==> src/rtl/hsv_core_commit_arbiter_if.sv <==
// ---------------------------------------------------------------------------
// hsv_core_commit_pkg / hsv_core_commit_arbiter_if
//
// Purpose
//   commit_data_t payload definition plus the bundle of handshake signals
//   between the execution-unit skid buffers, the commit arbiter and the
//   commit stage.
//
// Interface signals (arbiter view, modport slave)
//   flush_req     in   pipeline flush request
//   flush_ack     out  flush acknowledge (1-cycle echo of flush_req)
//   unit_data_i   in   NUM_UNITS x commit_data_t per-unit result payload
//   unit_valid_i  in   NUM_UNITS per-unit payload valid
//   unit_ready_o  out  NUM_UNITS per-unit accept
//   commit_data   out  merged result to commit stage
//   valid_o       out  commit_data valid
//   ready_i       in   commit stage accepts
//   grant_count   out  NUM_UNITS x COUNT_W accepted-transfer counters
//                      (present only with HSV_COMMIT_ARB_STATS_EN defined)
//
// Modport master is the surrounding pipeline's (or a bench's) view.
// ---------------------------------------------------------------------------
package hsv_core_commit_pkg;

  typedef struct packed {
    logic [5:0]  rob_tag;
    logic [4:0]  rd_addr;
    logic [31:0] result;
    logic        exception;
  } commit_data_t;

endpackage

interface hsv_core_commit_arbiter_if #(
  parameter int NUM_UNITS = 3,
  parameter int COUNT_W   = 32
);
  import hsv_core_commit_pkg::*;

  logic                                flush_req;
  logic                                flush_ack;
  commit_data_t [NUM_UNITS-1:0]        unit_data_i;
  logic         [NUM_UNITS-1:0]        unit_valid_i;
  logic         [NUM_UNITS-1:0]        unit_ready_o;
  commit_data_t                        commit_data;
  logic                                valid_o;
  logic                                ready_i;
`ifdef HSV_COMMIT_ARB_STATS_EN
  logic [NUM_UNITS-1:0][COUNT_W-1:0]   grant_count;
`endif

  // Elaboration-time range guard on the configuration.
  if (NUM_UNITS < 2 || NUM_UNITS > 8 || COUNT_W < 1) begin : g_bad_cfg
    $error("hsv_core_commit_arbiter_if: unsupported NUM_UNITS/COUNT_W");
  end

  modport slave (
    input  flush_req,
    input  unit_data_i,
    input  unit_valid_i,
    input  ready_i,
    output flush_ack,
    output unit_ready_o,
    output commit_data,
`ifdef HSV_COMMIT_ARB_STATS_EN
    output grant_count,
`endif
    output valid_o
  );

  modport master (
    output flush_req,
    output unit_data_i,
    output unit_valid_i,
    output ready_i,
    input  flush_ack,
    input  unit_ready_o,
    input  commit_data,
`ifdef HSV_COMMIT_ARB_STATS_EN
    input  grant_count,
`endif
    input  valid_o
  );

endinterface

==> src/rtl/hsv_core_commit_arbiter.sv <==
// ---------------------------------------------------------------------------
// hsv_core_commit_arbiter
//
// Purpose
//   Merges the result streams of the execution units into the single
//   commit_data_t stream consumed by the commit stage. Round-robin grant,
//   one registered output slot (full throughput on back-to-back transfers),
//   ready/valid on every side, flush_req/flush_ack shared with the units.
//
// Ports
//   clk_core     in   core clock
//   rst_core_n   in   asynchronous active-low reset
//   arb_if       slave modport of hsv_core_commit_arbiter_if carrying
//                flush_req/flush_ack, unit_data_i/unit_valid_i/unit_ready_o,
//                commit_data/valid_o/ready_i and (optionally) grant_count.
//
// Configuration
//   HSV_COMMIT_ARB_STATS_EN  when defined, per-unit saturating transfer
//                            counters are kept and driven on grant_count;
//                            they clear on reset only, never on flush.
// ---------------------------------------------------------------------------
module hsv_core_commit_arbiter
  import hsv_core_commit_pkg::*;
#(
  parameter int NUM_UNITS = 3,
  parameter int COUNT_W   = 32
) (
  input  logic                       clk_core,
  input  logic                       rst_core_n,
  hsv_core_commit_arbiter_if.slave   arb_if
);

  localparam int PTR_W = (NUM_UNITS > 1) ? $clog2(NUM_UNITS) : 1;

  // Elaboration-time range guard on the configuration.
  if (NUM_UNITS < 2 || NUM_UNITS > 8 || COUNT_W < 1) begin : g_bad_cfg
    $error("hsv_core_commit_arbiter: unsupported NUM_UNITS/COUNT_W");
  end

  // -------------------------------------------------------------------------
  // State
  // -------------------------------------------------------------------------
  logic                 valid_q,      valid_d;
  commit_data_t         data_q,       data_d;
  logic [PTR_W-1:0]     rr_ptr_q,     rr_ptr_d;
  logic                 flush_ack_q;

  // -------------------------------------------------------------------------
  // Combinational arbitration
  // -------------------------------------------------------------------------
  logic                 can_load;
  logic                 accept_en;
  logic [NUM_UNITS-1:0] grant_oh;
  logic [PTR_W-1:0]     grant_idx;
  logic                 grant_vld;
  logic [NUM_UNITS-1:0] xfer_oh;
  logic                 xfer;

  // The slot can take a new entry when it is empty or is being drained
  // this very cycle; that is what gives back-to-back transfers no bubble.
  assign can_load  = ~valid_q | arb_if.ready_i;
  assign accept_en = can_load & ~arb_if.flush_req;

  // Search rr_ptr, rr_ptr+1, ... modulo NUM_UNITS and take the first valid
  // unit. The sum is one bit wider than the pointer so the wrap compare
  // cannot overflow for NUM_UNITS a power of two.
  always_comb begin
    logic [PTR_W:0] sum;
    grant_oh  = '0;
    grant_idx = '0;
    grant_vld = 1'b0;
    sum       = '0;
    for (int k = 0; k < NUM_UNITS; k++) begin
      sum = {1'b0, rr_ptr_q} + (PTR_W+1)'(k);
      if (sum >= (PTR_W+1)'(NUM_UNITS)) begin
        sum = sum - (PTR_W+1)'(NUM_UNITS);
      end
      if (!grant_vld && arb_if.unit_valid_i[sum[PTR_W-1:0]]) begin
        grant_vld                  = 1'b1;
        grant_idx                  = sum[PTR_W-1:0];
        grant_oh[sum[PTR_W-1:0]]   = 1'b1;
      end
    end
  end

  // Only the granted unit ever sees ready, and never while idle, stalled
  // or flushing. Since a grant implies valid, ready alone marks a transfer.
  assign xfer_oh = grant_oh & {NUM_UNITS{accept_en}};
  assign xfer    = grant_vld & accept_en;

  // Next round-robin pointer: one past the unit that just transferred.
  function automatic logic [PTR_W-1:0] rr_next(input logic [PTR_W-1:0] idx);
    logic [PTR_W:0] nxt;
    nxt = {1'b0, idx} + (PTR_W+1)'(1);
    if (nxt >= (PTR_W+1)'(NUM_UNITS)) begin
      nxt = '0;
    end
    return nxt[PTR_W-1:0];
  endfunction

  // -------------------------------------------------------------------------
  // Next-state for the output slot and pointer
  // -------------------------------------------------------------------------
  always_comb begin
    valid_d  = valid_q;
    data_d   = data_q;
    rr_ptr_d = rr_ptr_q;
    if (arb_if.flush_req) begin
      // Flush discards the slot even when it is stalled.
      valid_d = 1'b0;
    end else if (xfer) begin
      valid_d  = 1'b1;
      data_d   = arb_if.unit_data_i[grant_idx];
      rr_ptr_d = rr_next(grant_idx);
    end else if (valid_q && arb_if.ready_i) begin
      valid_d = 1'b0;
    end
  end

  // ---- stage boundary: registered output slot ----
  always_ff @(posedge clk_core or negedge rst_core_n) begin
    if (!rst_core_n) begin
      valid_q     <= 1'b0;
      data_q      <= '0;
      rr_ptr_q    <= '0;
      flush_ack_q <= 1'b1;
    end else begin
      valid_q     <= valid_d;
      data_q      <= data_d;
      rr_ptr_q    <= rr_ptr_d;
      flush_ack_q <= arb_if.flush_req;
    end
  end

  assign arb_if.valid_o      = valid_q;
  assign arb_if.commit_data  = data_q;
  assign arb_if.flush_ack    = flush_ack_q;
  assign arb_if.unit_ready_o = xfer_oh;

`ifdef HSV_COMMIT_ARB_STATS_EN
  // -------------------------------------------------------------------------
  // Per-unit transfer statistics, saturating at all-ones.
  // -------------------------------------------------------------------------
  logic [NUM_UNITS-1:0][COUNT_W-1:0] grant_count_q;

  function automatic logic [COUNT_W-1:0] sat_inc(input logic [COUNT_W-1:0] v);
    return (v == {COUNT_W{1'b1}}) ? v : v + 1'b1;
  endfunction

  // ---- stage boundary: statistics counters ----
  always_ff @(posedge clk_core or negedge rst_core_n) begin
    if (!rst_core_n) begin
      grant_count_q <= '0;
    end else begin
      for (int i = 0; i < NUM_UNITS; i++) begin
        if (xfer_oh[i]) begin
          grant_count_q[i] <= sat_inc(grant_count_q[i]);
        end
      end
    end
  end

  assign arb_if.grant_count = grant_count_q;
`endif

endmodule
==> src/flat_wrapper.sv <==
// flat-port wrapper written by rule: the top's interface ports become plain ports
module hsv_core_commit_arbiter_flat import hsv_core_commit_pkg::*;
#(
  parameter int NUM_UNITS = 3,
  parameter int COUNT_W   = 32
)
  (clk_core, rst_core_n, arb_if_flush_req, arb_if_unit_data_i, arb_if_unit_valid_i, arb_if_ready_i, arb_if_flush_ack, arb_if_unit_ready_o, arb_if_commit_data, arb_if_valid_o);
  hsv_core_commit_arbiter_if #(.NUM_UNITS(NUM_UNITS), .COUNT_W(COUNT_W)) arb_if_i ();
  input  logic clk_core;
  input  logic rst_core_n;
  input wire logic [$bits(arb_if_i.flush_req)-1:0] arb_if_flush_req;
  input wire logic [$bits(arb_if_i.unit_data_i)-1:0] arb_if_unit_data_i;
  input wire logic [$bits(arb_if_i.unit_valid_i)-1:0] arb_if_unit_valid_i;
  input wire logic [$bits(arb_if_i.ready_i)-1:0] arb_if_ready_i;
  output wire logic [$bits(arb_if_i.flush_ack)-1:0] arb_if_flush_ack;
  output wire logic [$bits(arb_if_i.unit_ready_o)-1:0] arb_if_unit_ready_o;
  output wire logic [$bits(arb_if_i.commit_data)-1:0] arb_if_commit_data;
  output wire logic [$bits(arb_if_i.valid_o)-1:0] arb_if_valid_o;
  assign arb_if_i.flush_req = arb_if_flush_req;
  assign arb_if_i.unit_data_i = arb_if_unit_data_i;
  assign arb_if_i.unit_valid_i = arb_if_unit_valid_i;
  assign arb_if_i.ready_i = arb_if_ready_i;
  assign arb_if_flush_ack = arb_if_i.flush_ack;
  assign arb_if_unit_ready_o = arb_if_i.unit_ready_o;
  assign arb_if_commit_data = arb_if_i.commit_data;
  assign arb_if_valid_o = arb_if_i.valid_o;
  hsv_core_commit_arbiter #(.NUM_UNITS(NUM_UNITS), .COUNT_W(COUNT_W)) u_core (.clk_core(clk_core), .rst_core_n(rst_core_n), .arb_if(arb_if_i));
endmodule
==> config.mk <==
export PLATFORM = sky130hd
export DESIGN_NAME = hsv_core_commit_arbiter_flat
export DESIGN_NICKNAME = d
export VERILOG_FILES = /design/src/rtl/hsv_core_commit_arbiter_if.sv /design/src/rtl/hsv_core_commit_arbiter.sv /design/src/flat_wrapper.sv
export SDC_FILE = /design/constraint.sdc
export NUM_CORES = 1
export LEC_CHECK = 0
export CORE_MARGIN = 5
export CORE_UTILIZATION = 55
export DETAILED_ROUTE_END_ITERATION = 12
export DONT_BUFFER_PORTS = 1
export GPL_TIMING_DRIVEN = 1
export PLACE_DENSITY = 0.79
export SYNTH_ARGS = -nofsm -noshare
export SYNTH_HDL_FRONTEND = slang
export SYNTH_SLANG_ARGS = --single-unit
==> constraint.sdc <==
create_clock -name clk_core -period 6.5 [get_ports clk_core]
set_clock_uncertainty 0.1 [all_clocks]
set_input_delay 0.975 -clock clk_core [delete_from_list [all_inputs] [get_ports clk_core]]
set_output_delay 0.975 -clock clk_core [all_outputs]
set_load 0.01 [all_outputs]
Word level (Yosys, flattened, before mapping)
Cells that the tools add are included.
{"block": "classes", "add_sub_neg": 6, "order_cmp": 11, "mux": 30, "bitwise_logic": 8, "n_reduce_logical": 10}
{"operator": "$bmux W44 S2", "n": 1}
{"operator": "$mux W44", "n": 1}
{"operator": "$mux W2", "n": 7}
{"operator": "$lt A2 B3 Y1 const B", "n": 4}
{"operator": "$mux W1", "n": 12}
{"operator": "$ge A3 B2 Y1 const B", "n": 3}
{"operator": "$mux W3", "n": 3}
{"operator": "$add A2 B1 Y3 const B", "n": 2}
{"operator": "$bmux W1 S2", "n": 3}
{"operator": "$demux W1 S2", "n": 3}
{"operator": "$ge A2 B1 Y1 const B", "n": 3}
{"operator": "$logic_and A1 B1 Y1", "n": 6}
{"operator": "$or A3 B3 Y3", "n": 2}
{"operator": "$sub A2 B2 Y2 const B", "n": 3}
{"operator": "$add A2 B2 Y3 const B", "n": 1}
{"operator": "$and A3 B3 Y3", "n": 1}
{"operator": "$reduce_bool A3 Y1", "n": 1}
{"operator": "$and A1 B1 Y1", "n": 2}
{"operator": "$ge A2 B2 Y1 const B", "n": 1}
{"operator": "$logic_not A1 Y1", "n": 2}
{"operator": "$not A1 Y1", "n": 2}
{"operator": "$reduce_and A2 Y1", "n": 1}
{"operator": "$or A1 B1 Y1", "n": 1}
{"block": "totals", "regBits": 48, "in_bits": 139, "output_inout_bits": 49, "word_cells": 72}

Logic depth before layout (Yosys ltp)
Gate-level depths: netlist of the first run.
{"block": "logic_depth", "word_depth": 14, "ltp_mapped": 10, "depth_no_buf": 7}

Worst setup path before layout of the first run
Ideal clock, no wire load.
{"block": "synth_path", "path_type": "input port to output port", "start": "in arb_if_unit_valid_i[0]", "end": "out arb_if_unit_ready_o[0]", "arrival_ns": 2.070, "t_required_ns": 5.425, "slack_ns": 3.355, "path_stages": 6, "path_buffers": 1, "cell_sequence": "buf_2 > nor4bb_1 > a31oi_1 > o32ai_1 > a221oi_1 > a211oi_1"}
{"block": "synth_via", "elab_chain_len": 10, "elab_cells_between_ends": 18, "cone_classes": "mux: 11; bitwise: 3; reduce/logical: 4"}
{"item": "start, declared", "line_no": "flat_wrapper.sv:13", "source": "input wire logic [$bits(arb_if_i.unit_valid_i)-1:0] arb_if_unit_valid_i;"}
{"item": "$bmux W1 S2", "line_no": "hsv_core_commit_arbiter.sv:78", "source": "if (!grant_vld && arb_if.unit_valid_i[sum[PTR_W-1:0]]) begin"}
{"item": "$mux W1 (not written as such)", "line_no": "hsv_core_commit_arbiter.sv:78"}
{"item": "$mux W1", "line_no": "hsv_core_commit_arbiter.sv:78"}
{"item": "$logic_not A1 Y1", "line_no": "hsv_core_commit_arbiter.sv:78"}
{"item": "$logic_and A1 B1 Y1", "line_no": "hsv_core_commit_arbiter.sv:78"}
{"item": "$mux W1", "line_no": "hsv_core_commit_arbiter.sv:78"}
{"item": "$logic_not A1 Y1", "line_no": "hsv_core_commit_arbiter.sv:78"}
{"item": "$logic_and A1 B1 Y1", "line_no": "hsv_core_commit_arbiter.sv:78"}
{"item": "$mux W3 (*)", "line_no": "hsv_core_commit_arbiter.sv:78"}
{"item": "$and A3 B3 Y3 (*)", "line_no": "hsv_core_commit_arbiter.sv:88", "source": "assign xfer_oh = grant_oh & {NUM_UNITS{accept_en}};"}
{"item": "end, declared", "line_no": "flat_wrapper.sv:16", "source": "output wire logic [$bits(arb_if_i.unit_ready_o)-1:0] arb_if_unit_ready_o;"}
Every way passes the cells marked *; elsewhere a longest branch is shown, timed or not. The select of a mux whose other input is x is not followed.

Worst setup path in the final report of the first run
{"block": "layout_path", "start": "reg u_core.rr_ptr_q[1]", "end": "out arb_if_unit_ready_o[0]"}
{"block": "layout_via", "elab_chain_len": 12, "elab_cells_between_ends": 44, "cone_classes": "add/sub: 5; order compare: 9; mux: 20; bitwise: 3; reduce/logical: 7"}
{"item": "start, declared", "line_no": "hsv_core_commit_arbiter.sv:45", "source": "logic [PTR_W-1:0] rr_ptr_q, rr_ptr_d;"}
{"item": "start signal, assigned", "line_no": "hsv_core_commit_arbiter.sv:130", "source": "rr_ptr_q <= rr_ptr_d;"}
{"item": "$add A2 B1 Y3, or another cell as far along", "line_no": "hsv_core_commit_arbiter.sv:74", "source": "sum = {1'b0, rr_ptr_q} + (PTR_W+1)'(k);"}
{"item": "$ge A3 B2 Y1, or another cell as far along", "line_no": "hsv_core_commit_arbiter.sv:75", "source": "if (sum >= (PTR_W+1)'(NUM_UNITS)) begin"}
{"item": "$mux W2, or another cell as far along", "line_no": "hsv_core_commit_arbiter.sv:75"}
{"item": "$lt A2 B3 Y1 (not written as such), or another cell as far along", "line_no": "hsv_core_commit_arbiter.sv:81", "source": "grant_oh[sum[PTR_W-1:0]] = 1'b1;"}
{"item": "$logic_and A1 B1 Y1 (not written as such), or another cell as far along", "line_no": "hsv_core_commit_arbiter.sv:81"}
{"item": "$mux W1 (not written as such), or another cell as far along", "line_no": "hsv_core_commit_arbiter.sv:81"}
{"item": "$demux W1 S2, or another cell as far along"}
{"item": "$or A3 B3 Y3 (no source line) / $mux W1 (equally long branches)"}
{"item": "$mux W3 / $logic_not A1 Y1 (equally long branches)", "line_no": "hsv_core_commit_arbiter.sv:78"}
{"item": "$or A3 B3 Y3 (no source line) / $logic_and A1 B1 Y1 (equally long branches)"}
{"item": "$mux W3 (*)", "line_no": "hsv_core_commit_arbiter.sv:78"}
{"item": "$and A3 B3 Y3 (*)", "line_no": "hsv_core_commit_arbiter.sv:88"}
Marked as above.

==> impl_results.md, run 1 <==
- Status: completed
- Final HPWL DP: 6480 um
- Vias in the first global route: just under 3000
- Layer with the highest usage: met2
- Clock tree sinks: 48
- Longest Clk Path Bufs: 2
- Port bufs: 0
- CTS Buf Count: 5
- Power Dens Cells: between 500 and 600 nW/um^2
- Syn_nets: 517
- H-tree depth: 2
- Final net count: slightly below 500
- Final period util: 0.537
- Flop2flop setup slack: between 3 and 4 ns
- Critical path arrival: 2.41 ns
- Avg Cell Area, Syn: ~9 um^2
- Design Power: 0.00186 W
- Total grt overflow: 0
- Area contributors post-synth: dfrtp_1 (34%), o41ai_2 (19%), nor3_1 (13%)
- WL final: a little over 9000 um
- Kind of critical path: flip-flop to output port
- First-pass GRT wire length: between 10000 and 15000 um
- Clock slew at reported path FFs: around 0.10 ns
- Clk Latency, worst-skew pair: 0.29 ns
- Synth Area in XOR/XNOR: 0
- R2R Path Start: u_core.rr_ptr_q[0]
- RD Place Congestion: 0.899
- Tmin final: around 3.5 ns
- Via count: approximately 2800
- Post-synth top area cell: dfrtp_1
- Post-synthesis simple-gate area fraction: 0.275
- Die Y: around 89 um
- Total I/O pin count: approximately 190
- Synth-to-layout area growth: -0.549%
- Max-cap viol count: 0
- Post-synthesis cell area: 3420 um^2
- Critical Path End Type: output port
- First-pass DRT Iterations: 4
- Post-synthesis mux area share: 0.0208
- Rows: 28
- FF+latch count, synth: 48
- Die area: between 7000 and 8000 um^2
- Top cell type's share of synthesized area: 0.344
- Netlist cell types: between 40 and 50
- Worst reg2reg endpoint: u_core.arb_if.commit_data[43]
- Largest family of logic cells by synthesized area: simple AND/OR/NAND/NOR gates
- Final Max Tran Viols: 0
- # placed instances: just over 400
- Met3 usage: 0.0726
- Final ANT Viol Nets: 0
- Syn. warnings: 0
- Worst slew margin: 0.212
- Dpl cell area: ~3300 um^2
- CTS tree: done
- Wirelength per Cell: around 22 um
- Crit path max fanout: 14
- Antenna violations before repair: 0
- Design area: about 3400 um^2
- RSZ-0062 raised after global routing: false
- Startpoint type of the worst setup path: flip-flop
- Final Hold Vio Count: 0
- Fillers: between 500 and 600
- Ant diodes: 0
- Die Width: between 80 and 90 um
- Worst reg-to-reg path cell count: 8
- Hold-fix buffers at CTS: 0
- Worst-Margin Slew: approximately 1.2 ns
- Largest net degree at the start of global routing: 93
- Core box area: 5990 um^2
- Drt via density: around 6.8
- Worst Hold Class: input port to async pin
- Post-CTS setup buffer count: 0
- Setup-failing EPs final: 0
- Initial Utilization: 0.571
- M1 GR Usage: 0.265
- Final Non-Filler Cells: 420
- Leak Pwr: between 1 and 1.5 nW
- Initial DRC Count: approximately 100
- Adder-cell area share of the yosys netlist: 0.0146
- Worst Path Required: roughly 5.4 ns
- Residual DRC: 0
- Layout cells sized above 1: 0.180
- Setup_tns: 0 ns
- Synthesized netlist cell count: around 370
- Worst IR Drop VDD: 353 uV
- Overall Global Routing Usage: 0.228
- GR met2 Demand/Resource: 0.399
- Seq/Total Area, Yosys: 0.351
- FMAX: roughly 290 MHz
- Post-cts sizing count: 0
- Root Driver: clkbuf_8
- Compound-Gate Fraction of Synth Area: 0.263
- Final core occ: 0.568
worst max-delay path: stages (launching register included):
cell and delay [ns]:
dfrtp_1 0.42, inv_1 0.09, ha_1 0.49, mux2i_1 0.28
a31oi_1 0.11, o32ai_1 0.19, a221oi_1 0.15, a211oi_1 0.38
layer usage:
layer	share of wire	vias to the layer above
li1	-	1308
met1	0.37	1391
met2	0.51	141
met3	0.10	9
met4	0.011	0
met5	0	-
metrics by stage:
| stage | setup slack (ns) | hold slack [ns] |
|---|---|---|
| finish | 3.01 | 0.262 |
| global route | 2.82 | 0.242 |
| CTS | 3.01 | 0.249 |
| detailed placement | 3.25 | 0.435 |
| global placement | 3.23 | 0.419 |
| floorplan | 3.35 | 0.398 |
power breakdown:
| part | switching, W | total (W) | internal, W |
|---|---|---|---|
| sequential | 0.000183 | 0.000632 | 0.000448 |
| clock | 0.000105 | 0.000192 | 0.0000873 |
| combinational | 0.000642 | 0.00104 | 0.000399 |
logic make-up after synthesis:
family | count (synthesis)
AND/OR/NAND/NOR | 203
multiplexers | 6
adder cells (fa/ha/maj) | 4
buffers and inverters | 44
flip-flops | 48
AO/OA/AOI/OAI | 69
cell usage in the layout, fill, tap and decap left out, types with 2 or more instances in the layout:
cell type   n
nand2b_1    5
mux2_2      2
buf_4       2
o21ai_0     2
clkbuf_8    6
nor2b_1     4
ha_1        4
o41ai_1     4
dfrtp_1    47
mux2i_1     2
a211oi_1    2
a31oi_1     2
nand2_1    52
nor3_1     88
nor2_1     45
a21oi_1     3
o31ai_1     2
a221oi_1    2
inv_1       5
o41ai_2    41
Yosys cell counts (all sizes together):
cell     number
a22o          1
a21boi        1
dfstp         1
o21ai         2
a21oi         4
a222oi        1
nor2         46
nand4bb       1
nand2        52
o211a         1
or3           1
a21o          2
nor2b         4
o41ai        45
o31ai         3
a211oi        2
and4bb        1
ha            4
nand3b        1
a22oi         1
clkbuf        8
buf          31
nand2b        5
a31oi         2
o32ai         1
nor4bb        1
nor3         88
mux2i         3
a311oi        1
nor3b         2
or2           1
inv           5
a221oi        2
dfrtp        47
mux2          3
state kept, by name, summed over array words and instances, names as in the netlist:
signal and flops:
u_core.arb_if.commit_data 44, u_core.arb_if.flush_ack 1, u_core.arb_if.valid_o 1, u_core.rr_ptr_q 2
area by class of cell:
class / instances / area [um^2] / share of cell area
tap: 75 / 93.8 / 0.0276
timing repair buffer: 2 / 15.0 / 0.00441
clock buffer: 6 / 82.6 / 0.0243
inverter: 5 / 18.8 / 0.00552
multi-input combinational: 282 / 1980 / 0.581
sequential: 48 / 1200 / 0.353
clock inverter: 2 / 13.8 / 0.00405
worst max-delay path by stage:
stage,end,slack [ns],startpoint,cells after the start
final,arb_if_unit_ready_o[0],3.01,u_core.rr_ptr_q[1],7
after global placement,u_core.arb_if.commit_data[43],3.23,arb_if_unit_valid_i[2],6
after floorplan,arb_if_unit_ready_o[0],3.35,arb_if_unit_valid_i[0],6
after detailed placement,u_core.arb_if.commit_data[13],3.25,u_core.rr_ptr_q[0],8
after global routing,arb_if_unit_ready_o[1],2.82,u_core.rr_ptr_q[1],7
after CTS,arb_if_unit_ready_o[0],3.01,u_core.rr_ptr_q[1],7
Power figures use the tool's default switching activity.
==> run 2, diff against run 1 <==
==> constraint.sdc (replaced) <==
create_clock -name clk_core -period 3.6 [get_ports clk_core]
set_clock_uncertainty 0.1 [all_clocks]
set_input_delay 0.54 -clock clk_core [delete_from_list [all_inputs] [get_ports clk_core]]
set_output_delay 0.54 -clock clk_core [all_outputs]
set_load 0.01 [all_outputs]
==> run 2 against run 1 <==
  * Cell area increased by 3.3%
  * First-iteration DRC count increased by 28%
  * Worst hold slack got worse by 0.12 ns
  * Combinational power increased by 92%
  * Core utilization increased by 1.9 points
  * Via count increased by 0.88%
  * Sequential power increased by 80%
  * Wire length increased by 1.7%
  * Sequential share of layout area decreased by 1.1 points
  * Register-to-register slack got worse by 2.8 ns
==> impl_results.md, run 2 (synthesized netlist as in run 1, its figures left out) <==
- Status: completed
- Longest Clk Path Bufs: 2 (unchanged)
- Total grt overflow: 0 (unchanged)
- Initial DRC Count: 133 (+28%)
- Top sig layer: met4
- Synth-to-layout area growth: 2.74%
- Commonest non-fill, non-tap cells in the layout: nor3_1 (88), nand2_1 (52), dfrtp_1 (47)
- Setup-failing EPs final: 0 (unchanged)
- Ant diodes: 0 (unchanged)
- Dpl cell area: 3380 um^2 (+2.3%)
- Residual DRC: 0 (unchanged)
- Worst Path Required: 3.67 ns (-1.75 ns)
- FMAX: between 300 and 400 MHz
- Clk Latency, worst-skew pair: 0.29 ns (about the same)
- Via count: 2874 (+0.88%)
- Wirelength per Cell: 21.7 um (-0.43%)
- Final ANT Viol Nets: 0 (unchanged)
- Port bufs: 0 (unchanged)
- Kind of critical path: flip-flop to flip-flop
- Critical path arrival: 3.26 ns (+0.85 ns)
- Power Dens Cells: 989 nW/um^2 (+80%)
- Total I/O pin count: 188 (unchanged)
- Initial Utilization: 0.571 (unchanged)
- RD Place Congestion: 0.901 (+0.22%)
- Design area: 3510 um^2 (+3.3%)
- Clock tree sinks: 48 (unchanged)
- Final period util: 0.885
- Die Y: 88.9 um (unchanged)
- Layout cells sized above 1: 0.195 (+0.0152)
- Final net count: 496 (+1.8%)
- Commonest non-fill, non-tap cell in the layout: nor3_1
- Met2 routed WL: 4540 um (-3.2%)
- Final Hold Vio Count: 0 (unchanged)
- Vias in the first global route: 2877 (-3.1%)
- Final Max Tran Viols: 0 (unchanged)
- Root Driver: clkbuf_8
- Clock slew at reported path FFs: 0.09 ns (about the same)
- Core box area: 5990 um^2 (unchanged)
- Drt via density: 6.70 (-1.2%)
- CTS Buf Count: 5 (unchanged)
- Worst setup margin: 0.413 ns (-2.60 ns)
- Final core occ: 0.587 (+0.0188)
- First-pass DRT Iterations: 6 (+2)
- Antenna violations before repair: 0 (unchanged)
- Crit path max fanout: 46 (+32)
- Rows: 28 (unchanged)
- Met3 wire length: 992 um (+5.9%)
- Dpl ws: 0.423 ns (-2.82 ns)
- WL final: 9300 um (+1.7%)
- Max-cap viol count: 0 (unchanged)
- Startpoint type of the worst setup path: flip-flop
- Worst slew margin: 0.418 (+0.206)
- Worst-Margin Slew: 0.873 ns (-0.306 ns)
- Max reg flops: 44 (unchanged)
- H-tree depth: 2 (unchanged)
- Setup_tns: 0 ns (unchanged)
- Met1 wire length: 3620 um (+6.0%)
- Worst IR Drop VDD: 434 uV (+23%)
- First-pass GRT wire length: 14100 um (-0.54%)
- Tmin final: about 3.2 ns
- Overall Global Routing Usage: 0.230 (+0.00230)
- Die Width: 88.9 um (unchanged)
- Critical Path End Type: flip-flop
- Post-CTS setup buffer count: 0 (unchanged)
- Fillers: 511 (-4.1%)
- RSZ-0062 raised after global routing: false
- Worst Hold Class: input port to flip-flop
- Largest net degree at the start of global routing: 49 (-47%)
- Die area: 7900 um^2 (unchanged)
- CTS tree: done
- Final HPWL DP: 6850 um (+5.7%)
- Leak Pwr: 1.47 nW (+3.6%)
-- run 2: layout make-up --
type	instances	area (um^2)	share of cell area
Inverter	5	18.8	0.00534
Sequential cell	48	1200	0.342
Clock buffer	7	86.3	0.0246
Multi-Input combinational cell	282	1980	0.562
Timing Repair Buffer	11	130	0.0370
Clock inverter	1	7.51	0.00214
Tap cell	75	93.8	0.0267
-- run 2: report_power, final --
group / switching (W) / total [W] / internal (W) / leakage, nW
clock network: 0.000181 / 0.000337 / 0.000157 / 0.0445
registers: 0.000333 / 0.00114 / 0.000809 / 0.583
logic: 0.00120 / 0.00200 / 0.000792 / 0.846
-- run 2: path summary, 6_finish.rpt --
check	slack, ns	endpoint	start	cells after the start
max	0.41	u_core.arb_if.commit_data[32]	u_core.rr_ptr_q[0]	8
min	0.14	u_core.arb_if.flush_ack	arb_if_flush_req	0
max reg2reg	0.41	u_core.arb_if.commit_data[32]	u_core.rr_ptr_q[0]	8
min reg2reg	0.46	u_core.rr_ptr_q[0]	u_core.rr_ptr_q[0]	2
max in group asynchronous	2.45	u_core.arb_if.flush_ack	rst_core_n	2
min in group asynchronous	0.68	u_core.arb_if.commit_data[6]	rst_core_n	2
-- run 2: metal layers --
metal / up-vias / track usage
li1: 1327 / -
met1: 1379 / 0.292
met2: 153 / 0.381
met3: 15 / 0.0652
met4: 0 / 0.0701
met5: - / 0
-- run 2: what timing repair did --
item | in CTS | in global routing
hold endpoints to repair | 48 | 0
hold buffers | 2 | 0
resized for setup | 0 | 0
-- run 2: worst max-delay path: stages, from the launching register on --
cell	delay, ns
dfrtp_1	0.40
inv_1	0.08
ha_1	0.44
nand2b_1	0.20
a21oi_1	0.28
or2_2	0.75
buf_4	0.34
nor3_1	0.06
o41ai_1	0.39
-- run 2: per-stage QoR --
| step | total power, W | std cells | hold WS, ns |
|---|---|---|---|
| after floorplan | 0.00280 | 374 | 0.144 |
| after global placement | 0.00305 | 419 | 0.145 |
| after detailed placement | 0.00314 | 419 | 0.145 |
| after CTS | 0.00349 | 429 | 0.126 |
| after global routing | 0.00377 | 429 | 0.118 |
| final | 0.00348 | 429 | 0.138 |
